File: src/rtl/sl_rx_ctrl.sv
// sl_rx_ctrl: host register-bus controller for one SL serial receiver.
// Drives the receiver config word, turns rising WRF/LEF status edges into
// FIFO entries {WLC,PEF,LEF,data}, and raises a level or pulse interrupt.
// Optional build macro: SL_RX_CTRL_ERR_CNT_EN adds an 8-bit saturating
// error counter readable in STATUS[23:16].
module sl_rx_ctrl #(
  parameter int          FIFO_DEPTH = 4,
  parameter logic [15:0] CFG_RESET  = 16'h0020
) (
  input  logic        clk,
  input  logic        rst_n,
  input  logic [3:0]  i_bus_addr,
  input  logic        i_bus_wr,
  input  logic        i_bus_rd,
  input  logic [31:0] i_bus_wdata,
  output logic [31:0] o_bus_rdata,
  output logic        o_bus_ack,
  output logic        o_irq,
  output logic [15:0] o_rx_config,
  input  logic [15:0] i_rx_status,
  input  logic [31:0] i_rx_data
);

  localparam int PTR_W = $clog2(FIFO_DEPTH);
  localparam int CNT_W = PTR_W + 1;

  logic [31:0]      r_rdata;
  logic             r_ack;
  logic             r_irq;
  logic [15:0]      r_config;
  logic [15:0]      r_prevStatus;
  logic             r_ovf;
  logic [PTR_W-1:0] r_wrPtr;
  logic [PTR_W-1:0] r_rdPtr;
  logic [CNT_W-1:0] r_count;
  logic [34:0]      r_mem [FIFO_DEPTH];

  logic        w_accept;
  logic        w_isWrite;
  logic        w_isRead;
  logic        w_selCfg;
  logic        w_selDataWr;
  logic        w_selDataR;
  logic        w_selStat;
  logic        w_cfgWrite;
  logic        w_statWrite;
  logic        w_dataRead;
  logic        w_empty;
  logic        w_full;
  logic        w_pop;
  logic        w_wrfEdge;
  logic        w_lefEdge;
  logic        w_evt;
  logic        w_push;
  logic        w_drop;
  logic [34:0] w_evtEntry;
  logic [34:0] w_head;
  logic [2:0]  w_headFlags;
  logic [7:0]  w_count8;
  logic [7:0]  w_errField;
  logic [31:0] w_statusWord;
  logic [31:0] w_rdataNext;
  logic        w_unused;

  assign w_unused = ^{i_bus_wdata, i_rx_status};

  // Bus request decode: a write wins when rd and wr are both high, and
  // only an exact one-hot address selects a register.
  assign w_accept    = (i_bus_rd | i_bus_wr) & ~r_ack;
  assign w_isWrite   = i_bus_wr;
  assign w_isRead    = i_bus_rd & ~i_bus_wr;
  assign w_selCfg    = (i_bus_addr == 4'b0001);
  assign w_selDataWr = (i_bus_addr == 4'b0010);
  assign w_selDataR  = (i_bus_addr == 4'b0100);
  assign w_selStat   = (i_bus_addr == 4'b1000);
  assign w_cfgWrite  = w_accept & w_isWrite & w_selCfg;
  assign w_statWrite = w_accept & w_isWrite & w_selStat;
  assign w_dataRead  = w_accept & w_isRead & w_selDataR;

  // FIFO state and the push/pop/drop decisions for this cycle.
  assign w_empty = (r_count == '0);
  assign w_full  = (r_count == CNT_W'(FIFO_DEPTH));
  assign w_pop   = w_dataRead & ~w_empty;

  assign w_wrfEdge  = i_rx_status[3] & ~r_prevStatus[3];
  assign w_lefEdge  = i_rx_status[5] & ~r_prevStatus[5];
  assign w_evt      = w_wrfEdge | w_lefEdge;
  assign w_evtEntry = {i_rx_status[0], i_rx_status[4], i_rx_status[5],
                       (w_lefEdge ? 32'h0 : i_rx_data)};
  assign w_push     = w_evt & (~w_full | w_pop) & ~w_cfgWrite;
  assign w_drop     = w_evt & w_full & ~w_pop & ~w_cfgWrite;

  assign w_head      = r_mem[r_rdPtr];
  assign w_headFlags = w_empty ? 3'b000 : w_head[34:32];
  assign w_count8    = {{(8-CNT_W){1'b0}}, r_count};

`ifdef SL_RX_CTRL_ERR_CNT_EN
  logic [7:0] r_errCnt;
  logic       w_errEvt;

  assign w_errEvt   = w_evt & (i_rx_status[0] | i_rx_status[4] | i_rx_status[5]);
  assign w_errField = r_errCnt;

  // Saturating error counter; a clear in the same cycle as an increment wins.
  always_ff @(posedge clk or negedge rst_n) begin
    if (!rst_n) begin
      r_errCnt <= 8'h00;
    end else if (w_statWrite && i_bus_wdata[31]) begin
      r_errCnt <= 8'h00;
    end else if (w_errEvt && (r_errCnt != 8'hFF)) begin
      r_errCnt <= r_errCnt + 8'h01;
    end
  end
`else
  assign w_errField = 8'h00;
`endif

  // Assemble the STATUS word and select the read data for an accepted read.
  always_comb begin
    w_statusWord = {8'h00, w_errField, w_count8, r_irq, i_rx_status[1],
                    r_ovf, w_full, ~w_empty, w_headFlags};
    w_rdataNext  = 32'h0;
    if (w_isRead) begin
      if (w_selCfg) begin
        w_rdataNext = {16'h0, r_config};
      end else if (w_selDataR) begin
        w_rdataNext = w_empty ? 32'h0 : w_head[31:0];
      end else if (w_selStat) begin
        w_rdataNext = w_statusWord;
      end else if (w_selDataWr) begin
        w_rdataNext = 32'h0;
      end
    end
  end

  // One-cycle acknowledge with read data registered alongside it.
  always_ff @(posedge clk or negedge rst_n) begin
    if (!rst_n) begin
      r_ack   <= 1'b0;
      r_rdata <= 32'h0;
    end else begin
      r_ack   <= w_accept;
      r_rdata <= w_accept ? w_rdataNext : 32'h0;
    end
  end

  // Config register and the status history used for edge detection.
  always_ff @(posedge clk or negedge rst_n) begin
    if (!rst_n) begin
      r_config     <= CFG_RESET;
      r_prevStatus <= 16'h0;
    end else begin
      r_prevStatus <= i_rx_status;
      if (w_cfgWrite) begin
        r_config <= i_bus_wdata[15:0];
      end
    end
  end

  // FIFO pointers and occupancy; a config write flushes everything.
  always_ff @(posedge clk or negedge rst_n) begin
    if (!rst_n) begin
      r_wrPtr <= '0;
      r_rdPtr <= '0;
      r_count <= '0;
    end else if (w_cfgWrite) begin
      r_wrPtr <= '0;
      r_rdPtr <= '0;
      r_count <= '0;
    end else begin
      if (w_push) begin
        r_wrPtr <= r_wrPtr + PTR_W'(1);
      end
      if (w_pop) begin
        r_rdPtr <= r_rdPtr + PTR_W'(1);
      end
      case ({w_push, w_pop})
        2'b10:   r_count <= r_count + CNT_W'(1);
        2'b01:   r_count <= r_count - CNT_W'(1);
        default: r_count <= r_count;
      endcase
    end
  end

  // FIFO storage; contents need no reset because the count gates every use.
  always_ff @(posedge clk) begin
    if (w_push) begin
      r_mem[r_wrPtr] <= w_evtEntry;
    end
  end

  // Sticky overflow flag: a drop beats a W1C in the same cycle.
  always_ff @(posedge clk or negedge rst_n) begin
    if (!rst_n) begin
      r_ovf <= 1'b0;
    end else if (w_cfgWrite) begin
      r_ovf <= 1'b0;
    end else if (w_drop) begin
      r_ovf <= 1'b1;
    end else if (w_statWrite && i_bus_wdata[5]) begin
      r_ovf <= 1'b0;
    end
  end

  // Interrupt: level of (not empty | OVF), or a pulse per push / new OVF.
  always_ff @(posedge clk or negedge rst_n) begin
    if (!rst_n) begin
      r_irq <= 1'b0;
    end else if (r_config[8]) begin
      r_irq <= w_push | (w_drop & ~r_ovf);
    end else begin
      r_irq <= ~w_empty | r_ovf;
    end
  end

  assign o_bus_rdata = r_rdata;
  assign o_bus_ack   = r_ack;
  assign o_irq       = r_irq;
  assign o_rx_config = r_config;

endmodule

File: config.mk
export PLATFORM = sky130hd
export DESIGN_NAME = sl_rx_ctrl
export DESIGN_NICKNAME = d
export VERILOG_FILES = /design/src/rtl/sl_rx_ctrl.sv
export SDC_FILE = /design/constraint.sdc
export NUM_CORES = 1
export LEC_CHECK = 0
export BUFFER_PORTS_ARGS = -buffer_cell sky130_fd_sc_hd__buf_2
export CAP_MARGIN = 20
export CORE_MARGIN = 3
export CORE_UTILIZATION = 55
export DETAILED_ROUTE_END_ITERATION = 10
export PLACE_DENSITY = 0.79
export SETUP_SLACK_MARGIN = 0.2
export SYNTH_ARGS = -nofsm -noshare
export SYNTH_HDL_FRONTEND = slang
export SYNTH_SLANG_ARGS = --single-unit
File: constraint.sdc
create_clock -name clk -period 3.1 [get_ports clk]
set_clock_uncertainty 0.2 [all_clocks]
set_input_delay 0.31 -clock clk [delete_from_list [all_inputs] [get_ports clk]]
set_output_delay 0.31 -clock clk [all_outputs]
set_load 0.01 [all_outputs]
[Word level (Yosys, flattened, before mapping)]
Memory sizes are Yosys's and may differ from the RTL's.
Cells that the tools add are included.
Cells by class
  add/subtract/negate cells: 4
  equality and inequality tests: 6
  multiplexer cells: 20
  bitwise logic cells: 30
  reduce and logical (&&, ||, !) cells: 6
Operators by type and width (number)
  32-bit 2-to-1 mux: 6
  1-bit AND: 16
  11-bit 2-to-1 mux: 1
  1-bit NOT: 9
  2-bit 2-to-1 mux: 4
  1-bit 2-to-1 mux: 6
  3-bit 2-to-1 mux: 2
  3-bit one-hot mux with 2 select lines: 1
  3-bit nonzero test: 2
  1-bit OR: 5
  2-bit by 1-bit adder with 2-bit output (second input constant): 2
  4-bit by 1-bit == test with 1-bit output (second input constant): 1
  4-bit by 3-bit == test with 1-bit output (second input constant): 1
  4-bit == test (second input constant): 1
  2-bit nonzero test: 2
  3-bit by 1-bit adder with 3-bit output (second input constant): 1
  3-bit == test (second input constant): 1
  3-bit zero test: 1
  3-bit by 1-bit subtractor with 3-bit output (second input constant): 1
  2-bit by 1-bit == test with 1-bit output (second input constant): 1
  2-bit == test (second input constant): 1
  1-bit logical AND: 1
Word-level totals
  register bits after elaboration: 64
  bits in writable memories: 140
  output and inout bits: 50
  logic and storage cells: 76
  memories: 1
Memories
  r_mem: depth 4, width 35, rd ports 1, clocked after memory_dff 0, wr ports 1, line 36  | logic [34:0] r_mem [FIFO_DEPTH];

[Logic depth before layout (Yosys ltp)]
Gate-level depths: netlist of the first run.
  word-level depth: 11
  depth in mapped cells: 9
  mapped depth without buffers: 8

[Worst setup path before layout of the first run]
OpenSTA, ideal clock, no wires.
  kind: flip-flop to flip-flop
  start point: reg r_ack (netlist: o_bus_ack)
  end point: mem r_mem[0][0], enable pin
  setup time: 395 ps
  arrival: 2159 ps
  required time: 2505 ps
  path slack: 345 ps
  cell stages (with the launch flop): 5
  buffers on the path: 0
  period minus slack after synthesis: 2755 ps
  cell sequence: dfrtp_1 nor3b_2 a2111oi_4 nor3_1 and2_1
Between the ends
  longest elaborated chain between the ends: 10
  elaborated cells on any way between the ends: 13
Ends and longest elaborated chain
  start: declaration: line 28  | logic r_ack;
  start signal: assignment: line 142  | r_ack <= w_accept;
  1-bit NOT (*): line 69  | assign w_accept = (i_bus_rd | i_bus_wr) & ~r_ack;
  1-bit AND (*): line 69
  1-bit AND (2 in series): line 78  | assign w_dataRead = w_accept & w_isRead & w_selDataR;
  1-bit AND: line 83  | assign w_pop = w_dataRead & ~w_empty;
  1-bit OR: line 90  | assign w_push = w_evt & (~w_full | w_pop) & ~w_cfgWrite;
  1-bit AND: line 90
  1-bit AND (*): line 90
  1-bit 2-to-1 mux (*): line 187  | if (w_push) begin
  1-bit 2-to-1 mux (not written as such) (*): line 188  | r_mem[r_wrPtr] <= w_evtEntry;
  end: declaration: line 36
Mark *: on every way between the ends. The rest lies on a longest branch, timed or not.

[Worst setup path in the final report of the first run]
  start point: in i_bus_rd
  end point: mem r_mem[0][7], enable pin
Between the ends
  longest elaborated chain between the ends: 10
  elaborated cells on any way between the ends: 14
Ends and longest elaborated chain
  start: declaration: line 14  | input logic i_bus_rd,
  1-bit OR: line 69
  1-bit AND: line 69
  1-bit AND (2 in series): line 78
  1-bit AND: line 83
  1-bit OR: line 90
  1-bit AND: line 90
  1-bit AND (*): line 90
  1-bit 2-to-1 mux (*): line 187
  1-bit 2-to-1 mux (not written as such) (*): line 188
Marked as above.

==> results of run 1 <==
==> layout make-up <==
| type | instances | area (um^2) |
|---|---|---|
| fillers | 845 | 4090 |
| clock buffers | 17 | 425 |
| flip-flops and latches | 200 | 5710 |
| clock inverters | 15 | 176 |
| inverters | 4 | 15.0 |
| repair buffers | 150 | 948 |
| multi-input cells | 230 | 1970 |
| well taps | 176 | 220 |
==> worst max-delay path by stage <==
stage	start	endpoint	slack [ns]	cells past startpoint
after floorplan	o_bus_ack$_DFF_PN0_	r_mem[0][0]$_DFFE_PP_	0.35	4
after detailed placement	i_bus_addr[1]	r_mem[0][1]$_DFFE_PP_	0.55	6
after CTS	i_bus_rd	r_mem[0][7]$_DFFE_PP_	0.52	7
after global placement	i_bus_addr[1]	r_mem[0][1]$_DFFE_PP_	0.64	6
final	i_bus_rd	r_mem[0][7]$_DFFE_PP_	0.53	7
after global routing	i_bus_rd	r_mem[0][7]$_DFFE_PP_	0.40	7
==> through the flow <==
stage	area (um^2)	total power, W
floorplan	7790	0.00437
global placement	8630	0.00476
detailed placement	8630	0.00483
CTS	9470	0.00708
global route	9470	0.00734
finish	9470	0.00706
==> power by group <==
part / internal (W) / leakage (nW) / switching [W] / total (W)
sequential: 0.00333 / 2.08 / 0.000267 / 0.00360
combinational: 0.000589 / 1.41 / 0.000635 / 0.00122
clock: 0.00127 / 0.288 / 0.000960 / 0.00223
==> cell usage in the layout (no fill, tap or decap), types with 2 or more instances in the layout <==
| cell type | n |
|---|---|
| a222oi_1 | 7 |
| edfxtp_1 | 140 |
| dfrtp_1 | 57 |
| and2_2 | 4 |
| nor4b_2 | 2 |
| or3_1 | 2 |
| inv_1 | 4 |
| o21ai_0 | 2 |
| and2_1 | 52 |
| clkinvlp_4 | 2 |
| clkinv_1 | 3 |
| clkinv_4 | 4 |
| mux4_2 | 35 |
| buf_2 | 110 |
| and3_1 | 2 |
| mux2i_1 | 3 |
| clkbuf_16 | 17 |
| bufinv_16 | 3 |
| nor2_1 | 15 |
| buf_4 | 13 |
| dfrtp_2 | 2 |
| a21oi_1 | 7 |
| nand2b_1 | 3 |
| a22oi_1 | 4 |
| nand3_1 | 2 |
| nand2_1 | 65 |
| dlygate4sd3_1 | 24 |
| ha_1 | 4 |
| buf_12 | 3 |
| a22o_1 | 5 |
==> metal layers <==
| metal | routed length, um | vias to the layer above | global-route usage |
|---|---|---|---|
| li1 | - | 2007 | - |
| met5 | 0 | - | 0 |
| met3 | 1150 | 44 | 0.0439 |
| met1 | 6370 | 2309 | 0.281 |
| met2 | 8830 | 223 | 0.393 |
| met4 | 485 | 0 | 0.0893 |
==> kinds of logic after synthesis <==
kind of cell	after synthesis	share of synthesized area
compound gates	31	0.0331
xor+xnor	2	0.00225
fa+ha+maj	5	0.00899
flops	200	0.732
buf+inv	26	0.0149
simple gates	154	0.103
mux	38	0.105
==> state kept, by name (all words and copies together), names as in the netlist <==
register	cells
r_count	3
r_rdPtr	2
r_mem	140
o_bus_rdata	32
r_ovf	1
o_rx_config	16
o_bus_ack	1
r_prevStatus	2
r_wrPtr	2
o_irq	1
==> impl_metrics.py, run 1 <==
metrics = {
    "worst_setup_path": {
        "reg2reg_depth": 5,
        "critPathRequiredTime_ns": 3.02,
        "critPathBufInv": 3,
        "r2r_setup_slack_ns": 0.59,
        "r2r_end": "r_mem[0][7]$_DFFE_PP_",
        "worstSetupPathType": "in -> reg",
        "path_cells": "dlygate4sd3_1 > buf_2 > nor3b_2 > a2111oi_4 > nor3_1 > and2_2 > buf_12",
        "crit_family": "simple AND/OR/NAND/NOR gates",
        "worstSetupEndpointType": "flop",
        "worst_setup_path_start_kind": "input pin",
        "reg2reg_from": "o_bus_ack$_DFF_PN0_",
        "crit_slowest_cell": "dlygate4sd3_1",
        "critical-path-max-stage-delay_ns": 0.53,
        "crit_arrival_ns": 2.49,
        "cp_max_fo": 27,
    },
    "placement": {
        "dpl.hpwl_mm": 10.2,
        "dpl_worst_slack_ns": 0.545,
        "place.gp.congestion": 0.839,
        "placedCellCount": 736,
        "numPortBuffers": 110,
    },
    "detailed_routing": {
        "post-route-drc-count": 0,
        "antenna_left": 0,
        "drt-initial-drc-count": 422,
        "drt_first_pass_iters": 5,
        "via_count": 4583,
        "wire_per_inst_um": 21.3,
        "viasPerCell": 5.79,
        "wl_mm": 16.8,
    },
    "global_routing": {
        "grt-ovfl-total": 0,
        "grt_max_degree": 37,
        "track_usage": 0.226,
        "grt_pass1_wl_mm": 26.8,
        "antenna_found_initial": 0,
        "grt_pass1_vias": 4892,
    },
    "sta": {
        "timing.final.crit_period_ns": 2.57,
        "fin_ws_ns": 0.525,
        "rsz0062_at_grt": "no",
        "fmax_mhz": 388,
        "min_period_over_period": 0.831,
        "worst_slew_pin_slew_ns": 0.977,
        "setup-tns-final_ns": 0,
        "drv_slew": 0,
        "relSlewSlack": 0.347,
        "final_hold_viol_count": 0,
        "setup_viol": 0,
        "finalHoldWorstSlack_ns": 0.0446,
    },
    "clock_network": {
        "cts_buffers": 17,
        "clock-sinks": 200,
        "cts_setup_buffers": 0,
        "clockBufferDepth": 2,
        "cts_resized": 0,
        "clockRootBuffer": "clkbuf_16",
        "tritoncts": "yes",
        "htreeDepth": 4,
        "cts_hold_buf": 24,
        "clock_latency_ns": 0.43,
        "clkSlewWorstSetupHoldPaths_ns": 0.07,
    },
    "synth": {
        "async_flop_share": 0.300,
        "syn_area_per_cell_um2": 17.1,
        "syn_area_um2": 7790,
        "synth_area_leaders": "edfxtp_1 54%, dfrtp_1 19%, mux4_2 10%, and2_1 4.5%, nand2_1 3.1%",
        "yosysTopAreaCell": "edfxtp_1",
        "ys_seq_area_frac": 0.732,
        "yosysMostFrequentCell": "edfxtp_1",
        "ys_types": 40,
        "ys_seq_elements": 200,
        "synth_edf_count": 140,
        "yosys.area.top_type_share": 0.540,
        "ys_top_cells_by_count": "140 x edfxtp_1, 65 x nand2_1, 59 x dfrtp_1",
        "yosysWarnings": 0,
        "synth_cells": 456,
        "ys.flop_type": "edfxtp_1",
        "syn-num-nets": 549,
    },
    "min_path": {
        "hp-start": "i_rx_data[23]",
        "hold_class": "in -> reg",
        "hold_path_end": "r_mem[3][23]$_DFFE_PP_",
        "hold_depth": 2,
    },
    "run_status": {
        "status": "completed",
    },
    "cells_and_area": {
        "final_layout_size_suffix_gt1_frac": 0.330,
        "num_antenna_cells": 0,
        "syn_to_final_growth_pct": 21.5,
        "final_util": 0.698,
        "final_cells": 792,
        "finalNetCount": 696,
    },
    "power": {
        "p_leak_nw": 3.78,
        "peakVddDrop_mv": 0.483,
        "power_density_nw_per_um2": 745,
    },
    "floorplanning": {
        "die_area_um2": 15600,
        "num_rows": 42,
        "ios": 138,
        "start_util": 0.575,
        "die_x_um": 125,
        "fp.dieH_um": 125,
        "core_um2": 13600,
    },
    "run": {
        "drv_cap": 0,
    },
}
Power figures use the tool's default switching activity.
==> run 2: changes to the inputs <==
ABC_AREA = 1   (was unset)
CORE_UTILIZATION = 56   (was 55)
PLACE_DENSITY = 0.8   (was 0.79)
clock period = 2.4 ns   (was 3.1 ns; I/O delays follow)
==> run 2 against run 1 <==
  * Hold slack got worse by 0.044 ns
  * Via count rose by 30%
  * Synthesized cell count rose by 54%
  * Sequential power rose by 26%
  * Worst setup slack got worse by 0.29 ns
  * Highest routed layer is now met5
  * Core utilization rose by 2.5 points
  * Largest power group unchanged
  * Design area rose by 6.9%
==> impl_metrics.py, run 2 <==
metrics = {
    "clock_network": {
        "clock-sinks": 200,
        "htreeDepth": 4,
        "cts_buffers": 17,
        "clockRootBuffer": "clkbuf_16",
        "tritoncts": "yes",
        "clockBufferDepth": 2,
        "clkSlewWorstSetupHoldPaths_ns": 0.07,
        "clock_latency_ns": 0.44,
    },
    "floorplanning": {
        "ios": 138,
        "die_area_um2": 15900,
        "num_rows": 43,
        "core_um2": 14000,
        "die_x_um": 126,
        "fp.dieH_um": 126,
        "start_util": 0.576,
    },
    "worst_setup_path": {
        "cp_max_fo": 3,
        "worst_setup_path_start_kind": "flop",
        "r2r_setup_slack_ns": 0.23,
        "critPathRequiredTime_ns": 2.53,
        "worstSetupPathType": "reg -> reg",
        "reg2reg_depth": 15,
        "crit_arrival_ns": 2.30,
        "worstSetupEndpointType": "flop",
        "r2r_end": "r_count[2]$_DFFE_PN0P_",
        "reg2reg_from": "o_bus_ack$_DFF_PN0_",
    },
    "min_path": {
        "hp-start": "i_rx_data[0]",
        "hold_depth": 3,
        "hold_path_end": "r_mem[3][0]$_DFFE_PP_",
        "hold_class": "in -> reg",
    },
    "global_routing": {
        "grt_max_degree": 72,
        "antenna_found_initial": 1,
        "grt_pass1_vias": 6221,
        "grt_pass1_wl_mm": 31.0,
        "grt-ovfl-total": 0,
        "track_usage": 0.249,
    },
    "power": {
        "p_leak_nw": 4.37,
        "power_density_nw_per_um2": 979,
        "peakVddDrop_mv": 0.593,
    },
    "sta": {
        "setup_viol": 0,
        "timing.final.crit_period_ns": 2.17,
        "rsz0062_at_grt": "yes",
        "min_period_over_period": 0.904,
        "final_hold_viol_count": 0,
        "fmax_mhz": 461,
        "worst_slew_pin_slew_ns": 0.720,
        "drv_slew": 0,
        "setup-tns-final_ns": 0,
        "relSlewSlack": 0.520,
    },
    "synth": {
        "ys_top_cells_by_count": "147 x nor2_1, 140 x edfxtp_1, 84 x nand2_1",
        "syn_area_um2": 8060,
        "ys_seq_elements": 200,
        "yosys.area.top_type_share": 0.522,
        "yosysWarnings": 0,
        "ys.flop_type": "edfxtp_1",
        "syn_area_per_cell_um2": 11.5,
        "synth_cells": 701,
        "syn-num-nets": 794,
        "yosysTopAreaCell": "edfxtp_1",
        "yosysMostFrequentCell": "nor2_1",
        "async_flop_share": 0.300,
        "ys_types": 37,
        "synth_edf_count": 140,
        "ys_seq_area_frac": 0.708,
        "synth_area_leaders": "edfxtp_1 52%, dfrtp_1 18%, nor2_1 6.8%, o21ai_0 5.2%, nand2_1 3.9%",
    },
    "cells_and_area": {
        "final_cell_mix": "143 x nor2_1, 140 x edfxtp_1, 110 x buf_2",
        "syn_to_final_growth_pct": 25.6,
        "largest_reg_flops": 140,
        "final_layout_size_suffix_gt1_frac": 0.227,
        "finalNetCount": 976,
        "final_util": 0.724,
        "final_cells": 1076,
        "num_antenna_cells": 0,
        "final_common_cell": "nor2_1",
        "regMostFlops": "r_mem",
        "fillers": 881,
    },
    "placement": {
        "placedCellCount": 985,
        "place.gp.congestion": 0.870,
        "numPortBuffers": 110,
        "dpl.hpwl_mm": 11.2,
    },
    "detailed_routing": {
        "via_count": 5952,
        "post-route-drc-count": 0,
        "antenna_left": 0,
        "drt-initial-drc-count": 582,
        "wl_mm": 18.9,
        "viasPerCell": 5.53,
        "drt_first_pass_iters": 5,
        "wire_per_inst_um": 17.6,
    },
    "run": {
        "drv_cap": 0,
    },
    "run_status": {
        "status": "completed",
    },
}
[run 2: cell count changes in the layout (fill, tap and decap cells not counted), sizes merged, moves of 15 or more]
cell	change
dlygate4sd3	+28
nand2	+25
inv	+58
a21oi	+15
buf	+20
nor2	+134
and2	-57
o21ai	+84
mux4	-35
o22ai	+19
[run 2: what timing repair did]
action                                  CTS  global route
setup buffers                             2             5
pin swaps                                 0             2
gates resized for setup                   4             2
endpoints found under the hold margin   204             0
cloned                                    0             0
hold buffers                             52             0
endpoints found under the setup margin    1             2
[run 2: stage by stage]
step	worst slack [ns]	total power [W]	hold slack [ns]	instance area, um^2
6_report	0.231	0.00991	0.000606	10100
3_3_place_gp	0.140	0.00691	0.0734	8970
3_5_place_dp	0.0854	0.00707	0.0765	8970
5_1_grt	0.0142	0.0104	0.00720	10100
2_1_floorplan	-0.164	0.00614	-0.256	8070
4_1_cts	0.209	0.00987	0.000819	10100
[run 2: worst max path at each step]
| stage | from | to | slack [ns] | cells past startpoint |
|---|---|---|---|---|
| after floorplan | o_bus_ack$_DFF_PN0_ | r_mem[0][0]$_DFFE_PP_ | -0.16 | 7 |
| after global placement | i_rx_status[5] | r_count[2]$_DFFE_PN0P_ | 0.14 | 14 |
| after detailed placement | i_rx_status[5] | r_count[2]$_DFFE_PN0P_ | 0.09 | 14 |
| after CTS | i_bus_rd | r_count[2]$_DFFE_PN0P_ | 0.21 | 16 |
| after global routing | o_bus_ack$_DFF_PN0_ | r_count[2]$_DFFE_PN0P_ | 0.01 | 15 |
| final | o_bus_ack$_DFF_PN0_ | r_count[2]$_DFFE_PN0P_ | 0.23 | 15 |
[run 2: critical path, cell delays in order (launching register included)]
cell and delay (ns):
dfrtp_1 0.38, inv_1 0.07, nand2_2 0.06, nor2_4 0.13, nand2_2 0.11, nand3_4 0.10, nand3_4 0.08, nand2_4 0.08
inv_1 0.05, fa_2 0.35, xnor2_2 0.18, inv_1 0.06, nand2_1 0.06, nand2_1 0.04, nand2_1 0.05, nand2_1 0.04
[run 2: cells by family (layout without fill, tap and decap cells)]
kind of cell               count (synthesis)  in the layout  share of synthesized area
xor gates and xnor gates                   1              1                    0.00109
and+or+nand+nor                          257            257                      0.132
DFF                                      200            200                      0.708
adders and majority gates                  5              5                    0.00869
buffers and inverters                     96            291                     0.0508
AOI/OAI and AO/OA                        142            142                     0.0994
[run 2: cell type report]
| class | instances | area, um^2 | area share |
|---|---|---|---|
| multi-input combinational | 405 | 2000 | 0.197 |
| clock buffer | 20 | 437 | 0.0431 |
| clock inverter | 12 | 119 | 0.0117 |
| sequential | 200 | 5710 | 0.564 |
| tap | 180 | 225 | 0.0222 |
| inverter | 61 | 230 | 0.0227 |
| timing repair buffer | 198 | 1410 | 0.139 |
[run 2: report_power, final]
| group | switching [W] | internal [W] | total [W] |
|---|---|---|---|
| combinational | 0.00173 | 0.000924 | 0.00265 |
| clock | 0.00127 | 0.00145 | 0.00272 |
| sequential | 0.000220 | 0.00432 | 0.00454 |
[run 2: metal layers]
layer,track usage,vias to the layer above,share of wire
li1,-,2747,-
met1,0.321,2877,0.41
met2,0.415,279,0.50
met3,0.0666,47,0.074
met4,0.0845,2,0.018
met5,0,-,0.00037
